### src/rtl/vga_pkg.sv
// Shared types and default sizing for the VGA framebuffer arbiter.
package vga_pkg;

  typedef logic [2:0] rgb_t;

  localparam int unsigned DEPTH_DEF      = 19200;
  localparam int unsigned STARVE_MAX_DEF = 16;

  typedef enum logic {
    ST_IDLE  = 1'b0,
    ST_CLEAR = 1'b1
  } arb_state_t;

endpackage

### src/rtl/vga_fb_arbiter_if.sv
// Display read port and pixel writer handshake of the framebuffer arbiter.
interface vga_fb_arbiter_if #(
  parameter int unsigned ADDR_W = 15
) ();

  logic              disp_req;
  logic [ADDR_W-1:0] disp_addr;
  logic              disp_rvalid;
  vga_pkg::rgb_t     disp_rdata;
  logic              wr_valid;
  logic [ADDR_W-1:0] wr_addr;
  vga_pkg::rgb_t     wr_data;
  logic              wr_ready;

  modport master (
    output disp_req, disp_addr, wr_valid, wr_addr, wr_data,
    input  disp_rvalid, disp_rdata, wr_ready
  );

  modport slave (
    input  disp_req, disp_addr, wr_valid, wr_addr, wr_data,
    output disp_rvalid, disp_rdata, wr_ready
  );

endinterface

### src/rtl/fb_wr_skid.sv
// One-entry write buffer: accepts on valid/ready, issues whenever not blocked.
module fb_wr_skid
  import vga_pkg::*;
#(
  parameter int unsigned ADDR_W = 15
) (
  input  logic              clk,
  input  logic              rst_n,
  input  logic              in_valid,
  input  logic [ADDR_W-1:0] in_addr,
  input  rgb_t              in_data,
  input  logic              accept_en,
  input  logic              blocked,
  output logic              in_ready_c,
  output logic              issue_c,
  output logic              full,
  output logic [ADDR_W-1:0] out_addr,
  output rgb_t              out_data
);

  assign issue_c    = full & ~blocked;
  // Refill in the same cycle the held entry leaves, so back-to-back writes stream.
  assign in_ready_c = accept_en & (~full | issue_c);

  always_ff @(posedge clk or negedge rst_n) begin
    if (!rst_n) begin
      full     <= 1'b0;
      out_addr <= '0;
      out_data <= '0;
    end else if (in_valid && in_ready_c) begin
      full     <= 1'b1;
      out_addr <= in_addr;
      out_data <= in_data;
    end else if (issue_c) begin
      full     <= 1'b0;
    end
  end

endmodule

### src/rtl/vga_fb_arbiter.sv
// Single-port framebuffer arbiter: display reads, buffered pixel writes and
// a background screen clear share one synchronous RAM by fixed priority.
module vga_fb_arbiter
  import vga_pkg::*;
#(
  parameter int unsigned ADDR_W     = 15,
  parameter int unsigned DEPTH      = DEPTH_DEF,
  parameter int unsigned STARVE_MAX = STARVE_MAX_DEF
) (
  input  logic              clk,
  input  logic              rst_n,
  vga_fb_arbiter_if.slave   bus,
  input  logic              clr_start,
  input  rgb_t              clr_color,
  output logic              clr_busy,
  output logic              clr_done,
  output logic              wr_starve,
  input  logic              starve_clr,
  output logic              mem_en,
  output logic              mem_we,
  output logic [ADDR_W-1:0] mem_addr,
  output rgb_t              mem_wdata,
  input  rgb_t              mem_rdata
);

  localparam int unsigned CNT_W = $clog2(DEPTH);
  localparam int unsigned STV_W = $clog2(STARVE_MAX + 1);

  arb_state_t        state;
  logic [CNT_W-1:0]  clr_cnt;
  rgb_t              clr_col;
  logic [STV_W-1:0]  starve_cnt;
  logic              rvalid_q;

  logic              buf_full;
  logic              buf_issue;
  logic [ADDR_W-1:0] buf_addr;
  rgb_t              buf_data;
  logic              clr_issue;
  logic              last_clr;
  logic              buf_blocked;
  logic              starve_set;

  fb_wr_skid #(.ADDR_W(ADDR_W)) u_skid (
    .clk        (clk),
    .rst_n      (rst_n),
    .in_valid   (bus.wr_valid),
    .in_addr    (bus.wr_addr),
    .in_data    (bus.wr_data),
    .accept_en  (state == ST_IDLE),
    .blocked    (bus.disp_req),
    .in_ready_c (bus.wr_ready),
    .issue_c    (buf_issue),
    .full       (buf_full),
    .out_addr   (buf_addr),
    .out_data   (buf_data)
  );

  assign bus.disp_rvalid = rvalid_q;
  assign bus.disp_rdata  = mem_rdata;

  assign buf_blocked = buf_full & bus.disp_req;
  assign starve_set  = buf_blocked && (starve_cnt == STV_W'(STARVE_MAX - 1));
  assign last_clr    = clr_issue && (clr_cnt == CNT_W'(DEPTH - 1));

  // Fixed-priority grant: display read, then buffered write, then clear fill.
  always_comb begin
    mem_en    = 1'b0;
    mem_we    = 1'b0;
    mem_addr  = '0;
    mem_wdata = '0;
    clr_issue = 1'b0;
    if (bus.disp_req) begin
      mem_en   = 1'b1;
      mem_addr = bus.disp_addr;
    end else if (buf_issue) begin
      mem_en    = 1'b1;
      mem_we    = 1'b1;
      mem_addr  = buf_addr;
      mem_wdata = buf_data;
    end else if (state == ST_CLEAR) begin
      clr_issue = 1'b1;
      mem_en    = 1'b1;
      mem_we    = 1'b1;
      mem_addr  = ADDR_W'(clr_cnt);
      mem_wdata = clr_col;
    end
    if (!rst_n) begin
      mem_en = 1'b0;
      mem_we = 1'b0;
    end
  end

  always_ff @(posedge clk or negedge rst_n) begin
    if (!rst_n) begin
      state      <= ST_IDLE;
      clr_cnt    <= '0;
      clr_col    <= '0;
      clr_busy   <= 1'b0;
      clr_done   <= 1'b0;
      rvalid_q   <= 1'b0;
      starve_cnt <= '0;
      wr_starve  <= 1'b0;
    end else begin
      clr_done <= 1'b0;
      rvalid_q <= bus.disp_req;

      case (state)
        ST_IDLE: begin
          if (clr_start) begin
            state    <= ST_CLEAR;
            clr_cnt  <= '0;
            clr_col  <= clr_color;
            clr_busy <= 1'b1;
          end
        end
        ST_CLEAR: begin
          if (clr_issue) begin
            clr_cnt <= clr_cnt + CNT_W'(1);
            if (last_clr) begin
              state    <= ST_IDLE;
              clr_busy <= 1'b0;
              clr_done <= 1'b1;
            end
          end
        end
        default: state <= ST_IDLE;
      endcase

      // Saturating run length of display-blocked cycles with a write waiting.
      if (!buf_blocked) begin
        starve_cnt <= '0;
      end else if (starve_cnt != STV_W'(STARVE_MAX)) begin
        starve_cnt <= starve_cnt + STV_W'(1);
      end

      if (starve_set) begin
        wr_starve <= 1'b1;
      end else if (starve_clr) begin
        wr_starve <= 1'b0;
      end
    end
  end

endmodule

### src/flat_wrapper.sv
// flat-port wrapper written by rule: the top's interface ports become plain ports
module vga_fb_arbiter_flat import vga_pkg::*;
#(
  parameter int unsigned ADDR_W     = 15,
  parameter int unsigned DEPTH      = DEPTH_DEF,
  parameter int unsigned STARVE_MAX = STARVE_MAX_DEF
)
  (clk, rst_n, clr_start, clr_color, clr_busy, clr_done, wr_starve, starve_clr, mem_en, mem_we, mem_addr, mem_wdata, mem_rdata, bus_disp_req, bus_disp_addr, bus_wr_valid, bus_wr_addr, bus_wr_data, bus_disp_rvalid, bus_disp_rdata, bus_wr_ready);
  vga_fb_arbiter_if #(.ADDR_W(ADDR_W)) bus_i ();
  input  logic clk;
  input  logic rst_n;
  input  logic clr_start;
  input  rgb_t clr_color;
  output logic clr_busy;
  output logic clr_done;
  output logic wr_starve;
  input  logic starve_clr;
  output logic mem_en;
  output logic mem_we;
  output logic [ADDR_W-1:0] mem_addr;
  output rgb_t mem_wdata;
  input  rgb_t mem_rdata;
  input wire logic [$bits(bus_i.disp_req)-1:0] bus_disp_req;
  input wire logic [$bits(bus_i.disp_addr)-1:0] bus_disp_addr;
  input wire logic [$bits(bus_i.wr_valid)-1:0] bus_wr_valid;
  input wire logic [$bits(bus_i.wr_addr)-1:0] bus_wr_addr;
  input wire logic [$bits(bus_i.wr_data)-1:0] bus_wr_data;
  output wire logic [$bits(bus_i.disp_rvalid)-1:0] bus_disp_rvalid;
  output wire logic [$bits(bus_i.disp_rdata)-1:0] bus_disp_rdata;
  output wire logic [$bits(bus_i.wr_ready)-1:0] bus_wr_ready;
  assign bus_i.disp_req = bus_disp_req;
  assign bus_i.disp_addr = bus_disp_addr;
  assign bus_i.wr_valid = bus_wr_valid;
  assign bus_i.wr_addr = bus_wr_addr;
  assign bus_i.wr_data = bus_wr_data;
  assign bus_disp_rvalid = bus_i.disp_rvalid;
  assign bus_disp_rdata = bus_i.disp_rdata;
  assign bus_wr_ready = bus_i.wr_ready;
  vga_fb_arbiter #(.ADDR_W(ADDR_W), .DEPTH(DEPTH), .STARVE_MAX(STARVE_MAX)) u_core (.clk(clk), .rst_n(rst_n), .bus(bus_i), .clr_start(clr_start), .clr_color(clr_color), .clr_busy(clr_busy), .clr_done(clr_done), .wr_starve(wr_starve), .starve_clr(starve_clr), .mem_en(mem_en), .mem_we(mem_we), .mem_addr(mem_addr), .mem_wdata(mem_wdata), .mem_rdata(mem_rdata));
endmodule
### config.mk
export PLATFORM = sky130hd
export DESIGN_NAME = vga_fb_arbiter_flat
export DESIGN_NICKNAME = d
export VERILOG_FILES = /design/src/rtl/vga_pkg.sv /design/src/rtl/vga_fb_arbiter_if.sv /design/src/rtl/fb_wr_skid.sv /design/src/rtl/vga_fb_arbiter.sv /design/src/flat_wrapper.sv
export SDC_FILE = /design/constraint.sdc
export NUM_CORES = 1
export LEC_CHECK = 0
export CORE_MARGIN = 10
export CORE_UTILIZATION = 40
export CTS_CLUSTER_SIZE = 16
export DETAILED_ROUTE_END_ITERATION = 10
export PLACE_DENSITY = 0.69
export SLEW_MARGIN = 0
export SYNTH_ARGS = -nofsm -noshare
export SYNTH_HDL_FRONTEND = slang
export SYNTH_SLANG_ARGS = --single-unit
export TNS_END_PERCENT = 5
### constraint.sdc
create_clock -name clk -period 4.05 [get_ports clk]
set_input_delay 0.6075 -clock clk [delete_from_list [all_inputs] [get_ports clk]]
set_output_delay 0.6075 -clock clk [all_outputs]
set_load 0.005 [all_outputs]
After elaboration in Yosys (flattened, before gate mapping)
Index checks and enable logic that the tools add are counted.

cells by class
  add/sub/neg operators = 2
  bitwise gates (word level) = 7
  reduce and logical (&&, ||, !) cells = 8
  equality and inequality tests = 7
  mux-type cells = 34

operator list
  cell                   count
  $mux 15                5
  $pmux 15 s2            1
  $mux 1                 21
  $add 15x1->15 const B  1
  $eq 15x15->1 const B   1
  $mux 5                 2
  $mux 3                 3
  $ne 2x2->1 const B     4
  $add 5x1->5 const B    1
  $eq 5x4->1 const B     1
  $ne 5x5->1 const B     1
  $pmux 1 s2             2
  $reduce_and 2->1       2
  $reduce_bool 2->1      2
  $and 1x1->1            3
  $logic_and 1x1->1      3
  $not 1->1              3
  $reduce_and 3->1       1
  $or 1x1->1             1

word-level totals
  input bits = 45
  flip-flop bits (word level) = 47

Depth between registers and ports, before layout
Gate-level depths: netlist of run 1.

  depth in word-level cells = 8
  mapped depth = 6
  mapped depth without buffers = 6

By module
A second synthesis of run 1 with hierarchy kept.

unflattened totals
  cells, all modules = 276
  area, all modules = 2582.5 sq um

by module, submodules not included
  module          times used  cells each  seq. area each (sq um)  area each (sq um)
  vga_fb_arbiter  1           232         700.7                   1803.0
  fb_wr_skid      1           44          475.5                   779.5

Least setup slack after synthesis of run 1
OpenSTA, ideal clock, no wires.

  path kind = register to output
  start point = register u_core.state
  end point = output port mem_addr[10]
  data required time = 3442 ps
  arrival time = 1306 ps
  setup slack = 2136 ps
  cell stages (with the launch flop) = 7
  cell sequence = dfrtp_1 clkbuf_1 buf_1 nand2_1 nor2_1 a21oi_1 o21ai_0

on the way
  word-level cells in the longest chain between the ends = 3

RTL lines
  element                 line                   text
  start, declared         vga_fb_arbiter.sv:29   arb_state_t state;
  start signal, assigned  vga_fb_arbiter.sv:96   state <= ST_IDLE;
  start signal, assigned  vga_fb_arbiter.sv:111  state <= ST_CLEAR;
  start signal, assigned  vga_fb_arbiter.sv:121  state <= ST_IDLE;
  $mux 15                 vga_fb_arbiter.sv:81   end else if (state == ST_CLEAR) begin
  $mux 15                 vga_fb_arbiter.sv:76   end else if (buf_issue) begin
  $mux 15                 vga_fb_arbiter.sv:73   if (bus.disp_req) begin
  end, declared           flat_wrapper.sv:20     output logic [ADDR_W-1:0] mem_addr;

No other way between the ends.

Worst setup path after layout of run 1
  start point = register u_core.state
  end point = output port mem_addr[8]

Same word-level chain as after synthesis.

==> run_results.csv, run 1 <==
group,metric,value,unit
yosys,syn_inst,278,
route,wl_met2,3.04,mm
grt,grt_start_max_net_pins,41,
floorplan,io_pins,73,
placement,portBuffers,66,
yosys,synth.distinct_cells,41,
yosys,avgSynthCellArea,9.11,µm²
sta,fmax,0.311,GHz
setup_path,arrival,2.61,ns
sta,min_period,3.22,ns
outcome,outcome,"finished clean",
clock_tree,cts.htree.levels,2,
grt,grt_first_pass_wirelength,10.9,mm
grt,antenna_found_initial,0,
run,drv_cap,0,
sta,worst_slew_pin_slew,0.802,ns
sta,tns,0,ns
floorplan,fp.dieH,99.6,µm
sta,finalHoldViolations,0,
clock_tree,cts_setup_buffers,0,
final_layout,layout_commonest_cell,"clkdlybuf4s50_1",
route,vias_per_cell,5.29,
final_layout,nets,386,
setup_path,path_max_fanout,24,
grt,grt_remaining_overflow,0,
route,wl_met1,2.97,mm
clock_tree,cts-buffers-inserted,5,
setup_path,cp-start-kind,"flip-flop",
clock_tree,cts_sinks,47,
placement,globalplace.congestion,0.872,
route,top_layer_used,"met4",
placement,place_hpwl,4.83,mm
sta,setup_viol,0,
clock_tree,clock_latency,0.30,ns
route,avgRoutedWirePerCell,15.9,µm
pwr,power.internal,966,µW
grt,gr-usage-all-layers,13.0,%
route,ant_nets,0,
final_layout,drive_gt1_share,10.1,%
final_layout,area_delta_synth_final,32.2,%
min_path,worstHoldPathType,"input pin to asynchronous set/reset pin",
yosys,ys_warn_count,0,
final_layout,layout_common_cells,"65 x clkdlybuf4s50_1, 48 x nand2_1, 47 x dfrtp_1",
clock_tree,holdBufCountCts,0,
grt,grt_pass1_vias,2277,
setup_path,crit_type,"flip-flop to output pin",
yosys,synth_edf_count,0,
floorplan,dieArea,9910,µm²
sta,clock_skew,0.00793,ns
pwr,combPwrFrac,25.4,%
route,wirelength,6.56,mm
pwr,seqPwrFrac,48.2,%
pwr,swShare,29.1,%
route,drt-pass1-iter-count,4,
yosys,ys_ff_latch,47,
sta,slew_headroom,46.4,%
final_layout,diodes,0,
pwr,p_leak,0.00140,µW
clock_tree,cts_buffer_depth,2,
clock_tree,cts-root-buf,"clkbuf_8",
pwr,power_switching,396,µW
pwr,powerDensity,407,nW/µm²
setup_path,cp.required,3.44,ns
yosys,synthArstFlopShare,100,%
floorplan,core_area,6030,µm²
sta,slew_violations,0,
yosys,synth_ff_type,"dfrtp_1",
route,drt_iter0_markers,97,
clock_tree,clk_pin_slew_worst_paths,0.09,ns
clock_tree,cts-resized-gates,0,
setup_path,critPathCaptureType,"output pin",
route,via_count,2185,
sta,finalCritPeriodShare,79.4,%
clock_tree,cts_tree,"done",
sta,rsz0062_at_grt,"false",
route,wl_met3,469,µm
pwr,vdd_drop_max,0.234,mV
floorplan,die_w,99.6,µm
floorplan,row_count,28,
yosys,syn_nets,327,
pwr,pwr-share-clk,26.4,%
floorplan,start_util,42.0,%
final_layout,stdcell_count,413,
yosys,syn_area,2530,µm²
route,drc,0,
yosys,ys_seq_area_share,46.4,%
placement,post-place-cells,405,
-- flip-flops by register name (all words and copies together), names as in the netlist --
name	count
u_core.clr_done	1
u_core.u_skid.out_addr	15
u_core.state	1
u_core.starve_cnt	5
u_core.bus.disp_rvalid	1
u_core.clr_col	3
u_core.u_skid.full	1
u_core.clr_cnt	15
u_core.wr_starve	1
u_core.clr_busy	1
u_core.u_skid.out_data	3
-- power by group through the flow --
stage | clock, µW | sequential [µW] | combinational, µW
5_1_grt | 382 | 672 | 387
3_3_place_gp | 0 | 660 | 344
3_5_place_dp | 0 | 664 | 350
4_1_cts | 365 | 655 | 353
2_1_floorplan | 0 | 628 | 219
6_report | 359 | 657 | 345
-- cells in the mapped netlist (all sizes together) (4+ instances only) --
master	instances	area share, %
nor2	33	5.0
ha	4	2.0
inv	7	1.0
o21ai	20	4.0
xnor2	8	2.8
o22ai	4	0.99
mux2	18	8.0
and3	4	0.99
dfrtp	47	46
a21oi	19	3.8
nand3	4	0.79
buf	11	2.2
clkbuf	7	1.0
xor2	6	2.1
nand4	6	1.5
nand2	48	7.1
-- cells by family after synthesis --
group / synth area share (%)
AO/OA/AOI/OAI: 13.5
multiplexers: 9.19
XOR/XNOR: 4.84
adder cells (fa/ha/maj): 1.98
AND/OR/NAND/NOR: 19.7
buffers and inverters: 4.30
flip-flops: 46.4
-- final cells by class --
cell class | instances | area [µm²]
fillers | 582 | 2680
flip-flops and latches | 47 | 1180
multi-input cells | 206 | 1250
repair buffers | 70 | 686
clock buffers | 6 | 82.6
well taps | 75 | 93.8
inverters | 7 | 26.3
clock inverters | 2 | 35.0
-- stage by stage --
step | area (µm²) | hold WS [ns] | power [µW] | worst slack, ns | util, %
after global routing | 3350 | 0.222 | 1440 | 0.624 | 55.5
after global placement | 3230 | 0.475 | 1000 | 1.14 | 53.6
after detailed placement | 3230 | 0.478 | 1010 | 1.10 | 53.6
final | 3350 | 0.196 | 1360 | 0.833 | 55.5
after floorplan | 2530 | 0.312 | 847 | 2.14 | -
after CTS | 3350 | 0.207 | 1370 | 0.843 | 55.5
-- worst paths after layout --
check / startpoint / endpoint / slack, ns / cells past startpoint
min in group clk: u_core.clr_col[1]$_DFFE_PN0P_ / u_core.clr_col[1]$_DFFE_PN0P_ / 0.50 / 2
setup reg to reg: u_core.state$_DFF_PN0_ / u_core.clr_cnt[13]$_DFFE_PN0P_ / 1.88 / 4
hold / removal: rst_n / u_core.clr_cnt[3]$_DFFE_PN0P_ / 0.20 / 1
max in group asynchronous: rst_n / u_core.u_skid.out_addr[14]$_DFFE_PN0P_ / 3.10 / 2
hold reg to reg: u_core.clr_col[1]$_DFFE_PN0P_ / u_core.clr_col[1]$_DFFE_PN0P_ / 0.50 / 2
setup / recovery: u_core.state$_DFF_PN0_ / mem_addr[8] / 0.83 / 5
-- critical path, cell delays in order, from the launching register on --
cell             delay [ns]
dfrtp_1                0.80
inv_1                  0.38
nor3_1                 0.38
a21oi_1                0.07
o21ai_0                0.15
clkdlybuf4s50_1        0.53
-- routing by layer --
metal	track usage, %	vias to the layer above
met4	3.64	0
li1	-	1076
met2	21.2	65
met5	0	-
met1	15.7	1032
met3	4.71	12
Power figures use the tool's default switching activity.
==> run 2: changes to the inputs <==
Clock period 4.05 ns to 3.2 ns, I/O delays scaled along.
==> run 2 against run 1 <==
Die area unchanged. Clock power shrank 2%. Sequential share of layout area about the same. Sequential power increased by 26%. Register-to-register slack lost 0.61 ns. Critical path type is now input pin to output pin. Worst setup slack worse by 0.082 ns. Global-route usage decreased by 0.097 points. Clock skew down 0.0028 ns. Combinational power grew 29%. Utilization about the same.
==> run_results.csv, run 2 (synthesis results as in run 1) <==
group,metric,value,unit
sta,tns,0,ns
sta,fmax,0.408,GHz
clock_tree,holdBufCountCts,0,
clock_tree,cts_buffer_depth,2,
final_layout,layout_common_cells,"65 x clkdlybuf4s50_1, 48 x nand2_1, 47 x dfrtp_1",
route,wirelength,6.38,mm
sta,slew_violations,0,
sta,worst_slew_pin_slew,0.518,ns
setup_path,crit_chain,"clkdlybuf4s50_1 -> buf_4 -> nand2_1 -> o21ai_0 -> clkdlybuf4s50_1",
setup_path,critPathMaxStageDelay,0.54,ns
setup_path,arrival,1.97,ns
setup_path,cp-start-kind,"input pin",
sta,min_period,2.45,ns
pwr,powerDensity,485,nW/µm²
clock_tree,clock_latency,0.30,ns
route,drt_iter0_markers,183,
clock_tree,cts_sinks,47,
clock_tree,cts-root-buf,"clkbuf_8",
grt,grt_pass1_vias,2240,
floorplan,core_area,6030,µm²
floorplan,row_count,28,
setup_path,r2r_start,"u_core.u_skid.full$_DFFE_PN0P_",
route,ant_nets,0,
route,avgRoutedWirePerCell,15.3,µm
grt,antenna_found_initial,0,
floorplan,dieArea,9910,µm²
clock_tree,cts-buffers-inserted,5,
final_layout,layout_commonest_cell,"clkdlybuf4s50_1",
route,drt-pass1-iter-count,5,
clock_tree,cts-resized-gates,0,
outcome,outcome,"finished clean",
setup_path,cpMaxStageDelayCell,"clkdlybuf4s50_1",
setup_path,path_max_fanout,24,
final_layout,nets,390,
sta,finalCritPeriodShare,76.5,%
grt,grt_first_pass_wirelength,10.6,mm
floorplan,io_pins,73,
sta,setup_viol,0,
floorplan,die_w,99.6,µm
final_layout,diodes,0,
clock_tree,cts_tree,"done",
final_layout,stdcell_count,417,
floorplan,fp.dieH,99.6,µm
setup_path,r2r_end,"u_core.state$_DFF_PN0_",
grt,grt_remaining_overflow,0,
setup_path,crit_type,"input pin to output pin",
final_layout,drive_gt1_share,10.8,%
placement,globalplace.congestion,0.867,
pwr,total_power,1620,µW
setup_path,reg2reg_depth,5,
setup_path,critPathCaptureType,"output pin",
route,vias_per_cell,5.27,
floorplan,start_util,42.0,%
clock_tree,cts.htree.levels,2,
setup_path,worst_path_most_repeated_cell,"clkdlybuf4s50_1",
pwr,vdd_drop_max,0.239,mV
placement,post-place-cells,409,
clock_tree,cts_setup_buffers,0,
sta,rsz0062_at_grt,"false",
placement,place_hpwl,4.85,mm
sta,slew_headroom,65.2,%
final_layout,reg_top3,"u_core.clr_cnt (15), u_core.u_skid.out_addr (15), u_core.starve_cnt (5)",
setup_path,cp.required,2.72,ns
grt,grt_start_max_net_pins,30,
grt,gr-usage-all-layers,12.9,%
clock_tree,clk_pin_slew_worst_paths,0.09,ns
min_path,worstHoldPathType,"input pin to asynchronous set/reset pin",
run,drv_cap,0,
placement,portBuffers,66,
sta,finalHoldViolations,0,
route,drc,0,
pwr,p_leak,0.00140,µW
final_layout,area_delta_synth_final,32.1,%
route,via_count,2196,
sta,clock_skew,0.00514,ns
setup_path,reg2reg_slack,1.27,ns
final_layout,fillCellCount,590,
## run 2: metal layers
layer | GRT usage, % | share of wire (%) | vias to the layer above
met5 | 0 | 0 | -
met3 | 4.98 | 7.7 | 10
met4 | 3.75 | 1.3 | 0
met2 | 21.3 | 46 | 64
li1 | - | - | 1086
met1 | 15.2 | 45 | 1036
## run 2: through the flow
stage | util [%] | worst slack [ns] | hold slack, ns | instance area (µm²)
floorplan | - | 1.41 | 0.184 | 2530
global placement | 54.1 | 0.744 | 0.451 | 3260
detailed placement | 54.1 | 0.728 | 0.459 | 3260
CTS | 55.5 | 0.739 | 0.122 | 3340
global route | 55.5 | 0.584 | 0.144 | 3340
finish | 55.5 | 0.751 | 0.119 | 3340
## run 2: how the worst max path moves through the flow
stage,start,to,slack (ns)
after detailed placement,bus_disp_req,u_core.clr_cnt[11]$_DFFE_PN0P_,0.73
after global placement,bus_disp_req,u_core.clr_cnt[11]$_DFFE_PN0P_,0.74
after CTS,bus_disp_req,mem_addr[5],0.74
after floorplan,u_core.state$_DFF_PN0_,mem_addr[10],1.41
final,bus_disp_req,mem_addr[6],0.75
after global routing,bus_disp_req,mem_addr[2],0.58
## run 2: worst max-delay path, delay by kind of cell
family                 cells  cell delay (ns)
AO/OA/AOI/OAI              1             0.08
AND/OR/NAND/NOR            1             0.06
buffers and inverters      3             1.34
## run 2: power by group
group	internal, µW	leakage (µW)	switching [µW]	total (µW)
sequential	713	0.000589	112	825
combinational	261	0.000770	186	446
clock	153	0.0000412	199	352
## run 2: layout make-up
class | instances | area, µm² | area share [%]
clock inverters | 2 | 12.5 | 0.374
repair buffers | 74 | 716 | 21.4
inverters | 7 | 26.3 | 0.786
flip-flops and latches | 47 | 1180 | 35.2
clock buffers | 6 | 72.6 | 2.17
well taps | 75 | 93.8 | 2.81
multi-input cells | 206 | 1250 | 37.3
==> run 3: changes to the inputs <==
Clock period 3.2 ns to 2.45 ns, I/O delays scaled along.
==> run 3 against run 2 <==
Critical path depth did not move. Combinational power rose by 34%. Highest routed layer unchanged. Design area rose by 2.3%. Count of clock-buffer cells in the layout rose by 1. Global-route usage rose by 0.52 points. Largest cell class unchanged. Hold slack improved by 0.31 ns. Total power rose by 32%.
==> run_results.csv, run 3 (synthesis results as in run 1) <==
group,metric,value,unit
outcome,outcome,"finished clean",
route,ant_nets,0,
grt,grt_remaining_overflow,0,
sta,layout_setup_ws,0.163,ns
setup_path,crit_chain,"buf_12 -> nor2_1 -> a21oi_1 -> o21ai_0 -> clkdlybuf4s50_1",
route,wl_met2,3.03,mm
setup_path,cpMaxStageDelayCell,"clkdlybuf4s50_1",
clock_tree,clk_pin_slew_worst_paths,0.09,ns
clock_tree,clock_latency,0.29,ns
sta,slew_violations,0,
pwr,vdd_drop_max,0.368,mV
sta,fin_hold_ws,0.431,ns
sta,tns,0,ns
clock_tree,cts_sinks,47,
sta,rsz0062_at_grt,"false",
route,drt_iter0_markers,98,
grt,gr-usage-all-layers,13.4,%
placement,post-place-cells,415,
setup_path,crit_type,"flip-flop to output pin",
floorplan,io_pins,73,
route,avgRoutedWirePerCell,15.5,µm
setup_path,cp.required,2.08,ns
min_path,worstHoldPathType,"input pin to asynchronous set/reset pin",
route,vias_per_cell,5.28,
setup_path,path_max_fanout,24,
setup_path,reg2reg_depth,6,
floorplan,dieArea,9910,µm²
sta,fmax,0.437,GHz
setup_path,startpoint,"u_core.u_skid.full$_DFFE_PN0P_",
sta,clock_skew,0.00636,ns
floorplan,fp.dieH,99.6,µm
sta,worst_slew_pin_slew,0.534,ns
placement,globalplace.congestion,0.822,
setup_path,arrival,1.92,ns
pwr,powerDensity,624,nW/µm²
setup_path,r2r_end,"u_core.state$_DFF_PN0_",
clock_tree,cts-buffers-inserted,5,
grt,grt_pass1_vias,2370,
sta,min_period,2.29,ns
floorplan,die_w,99.6,µm
sta,finalCritPeriodShare,93.3,%
placement,place_hpwl,5.08,mm
setup_path,cp_top_family,"buffers and inverters",
route,wl_met3,570,µm
placement,portBuffers,66,
clock_tree,cts_buffer_depth,2,
floorplan,row_count,28,
grt,grt_start_max_net_pins,32,
route,wirelength,6.58,mm
sta,setup_viol,0,
placement,place_ws,0.176,ns
final_layout,layout_common_cells,"65 x clkdlybuf4s50_1, 48 x nand2_1, 47 x dfrtp_1",
route,drt-pass1-iter-count,4,
clock_tree,cts_tree,"done",
final_layout,stdcell_count,424,
grt,antenna_found_initial,0,
run,drv_cap,0,
clock_tree,cts-root-buf,"clkbuf_8",
route,wl_met1,2.92,mm
route,drc,0,
clock_tree,cts.htree.levels,2,
setup_path,reg2reg_slack,0.44,ns
sta,finalHoldViolations,0,
route,top_layer_used,"met4",
final_layout,area_delta_synth_final,35.1,%
final_layout,diodes,0,
floorplan,start_util,42.0,%
sta,slew_headroom,64.1,%
pwr,p_leak,0.00144,µW
setup_path,r2r_start,"u_core.u_skid.full$_DFFE_PN0P_",
grt,grt_first_pass_wirelength,11.3,mm
setup_path,cp.depth,5,
final_layout,layout_commonest_cell,"clkdlybuf4s50_1",
route,via_count,2239,
setup_path,critPathCaptureType,"output pin",
final_layout,reg_top3,"u_core.clr_cnt (15), u_core.u_skid.out_addr (15), u_core.starve_cnt (5)",
setup_path,critPathMaxStageDelay,0.54,ns
floorplan,core_area,6030,µm²
setup_path,crit_end,"mem_addr[13]",
final_layout,drive_gt1_share,12.0,%
setup_path,cp-start-kind,"flip-flop",
final_layout,nets,397,
setup_path,crit_buf_inv,2,
==> run 3: report_power, final <==
part           internal [µW]  switching (µW)
clock network            201             256
registers                931             150
logic                    353             244
total                   1490             649
==> run 3: layout make-up <==
class                           count  area (µm²)
Tap cell                           75        93.8
Clock buffer                        7        76.3
Timing Repair Buffer               81         796
Multi-Input combinational cell    206        1250
Fill cell                         580        2610
Sequential cell                    47        1180
Clock inverter                      1        5.00
Inverter                            7        26.3
==> run 3: stage by stage <==
step	total power (µW)	util, %	instance area, µm²
4_1_cts	2160	56.8	3420
2_1_floorplan	1400	-	2530
5_1_grt	2280	56.8	3420
3_3_place_gp	1680	55.3	3330
3_5_place_dp	1700	55.3	3330
6_report	2130	56.8	3420
==> run 3: worst min path at each step <==
stage                     startpoint                                to  slack, ns
after floorplan                rst_n  u_core.bus.disp_rvalid$_DFF_PN0_       0.07
final                          rst_n     u_core.clr_cnt[2]$_DFFE_PN0P_       0.43
after global routing           rst_n     u_core.clr_cnt[2]$_DFFE_PN0P_       0.44
after detailed placement       rst_n     u_core.clr_cnt[2]$_DFFE_PN0P_       0.21
after CTS                      rst_n     u_core.clr_cnt[2]$_DFFE_PN0P_       0.43
after global placement         rst_n     u_core.clr_cnt[2]$_DFFE_PN0P_       0.21
==> run 3: what timing repair did <==
action                     CTS  global route
setup endpoints to repair    0             0
hold buffers                 1             0
resized for setup            0             0
setup buffers                0             0
hold endpoints to repair     3             0
==> run 3: layer usage <==
metal | track usage (%) | vias to the layer above
li1 | - | 1096
met1 | 16.8 | 1070
met2 | 21.1 | 66
met3 | 5.26 | 7
met4 | 3.42 | 0
met5 | 0 | -
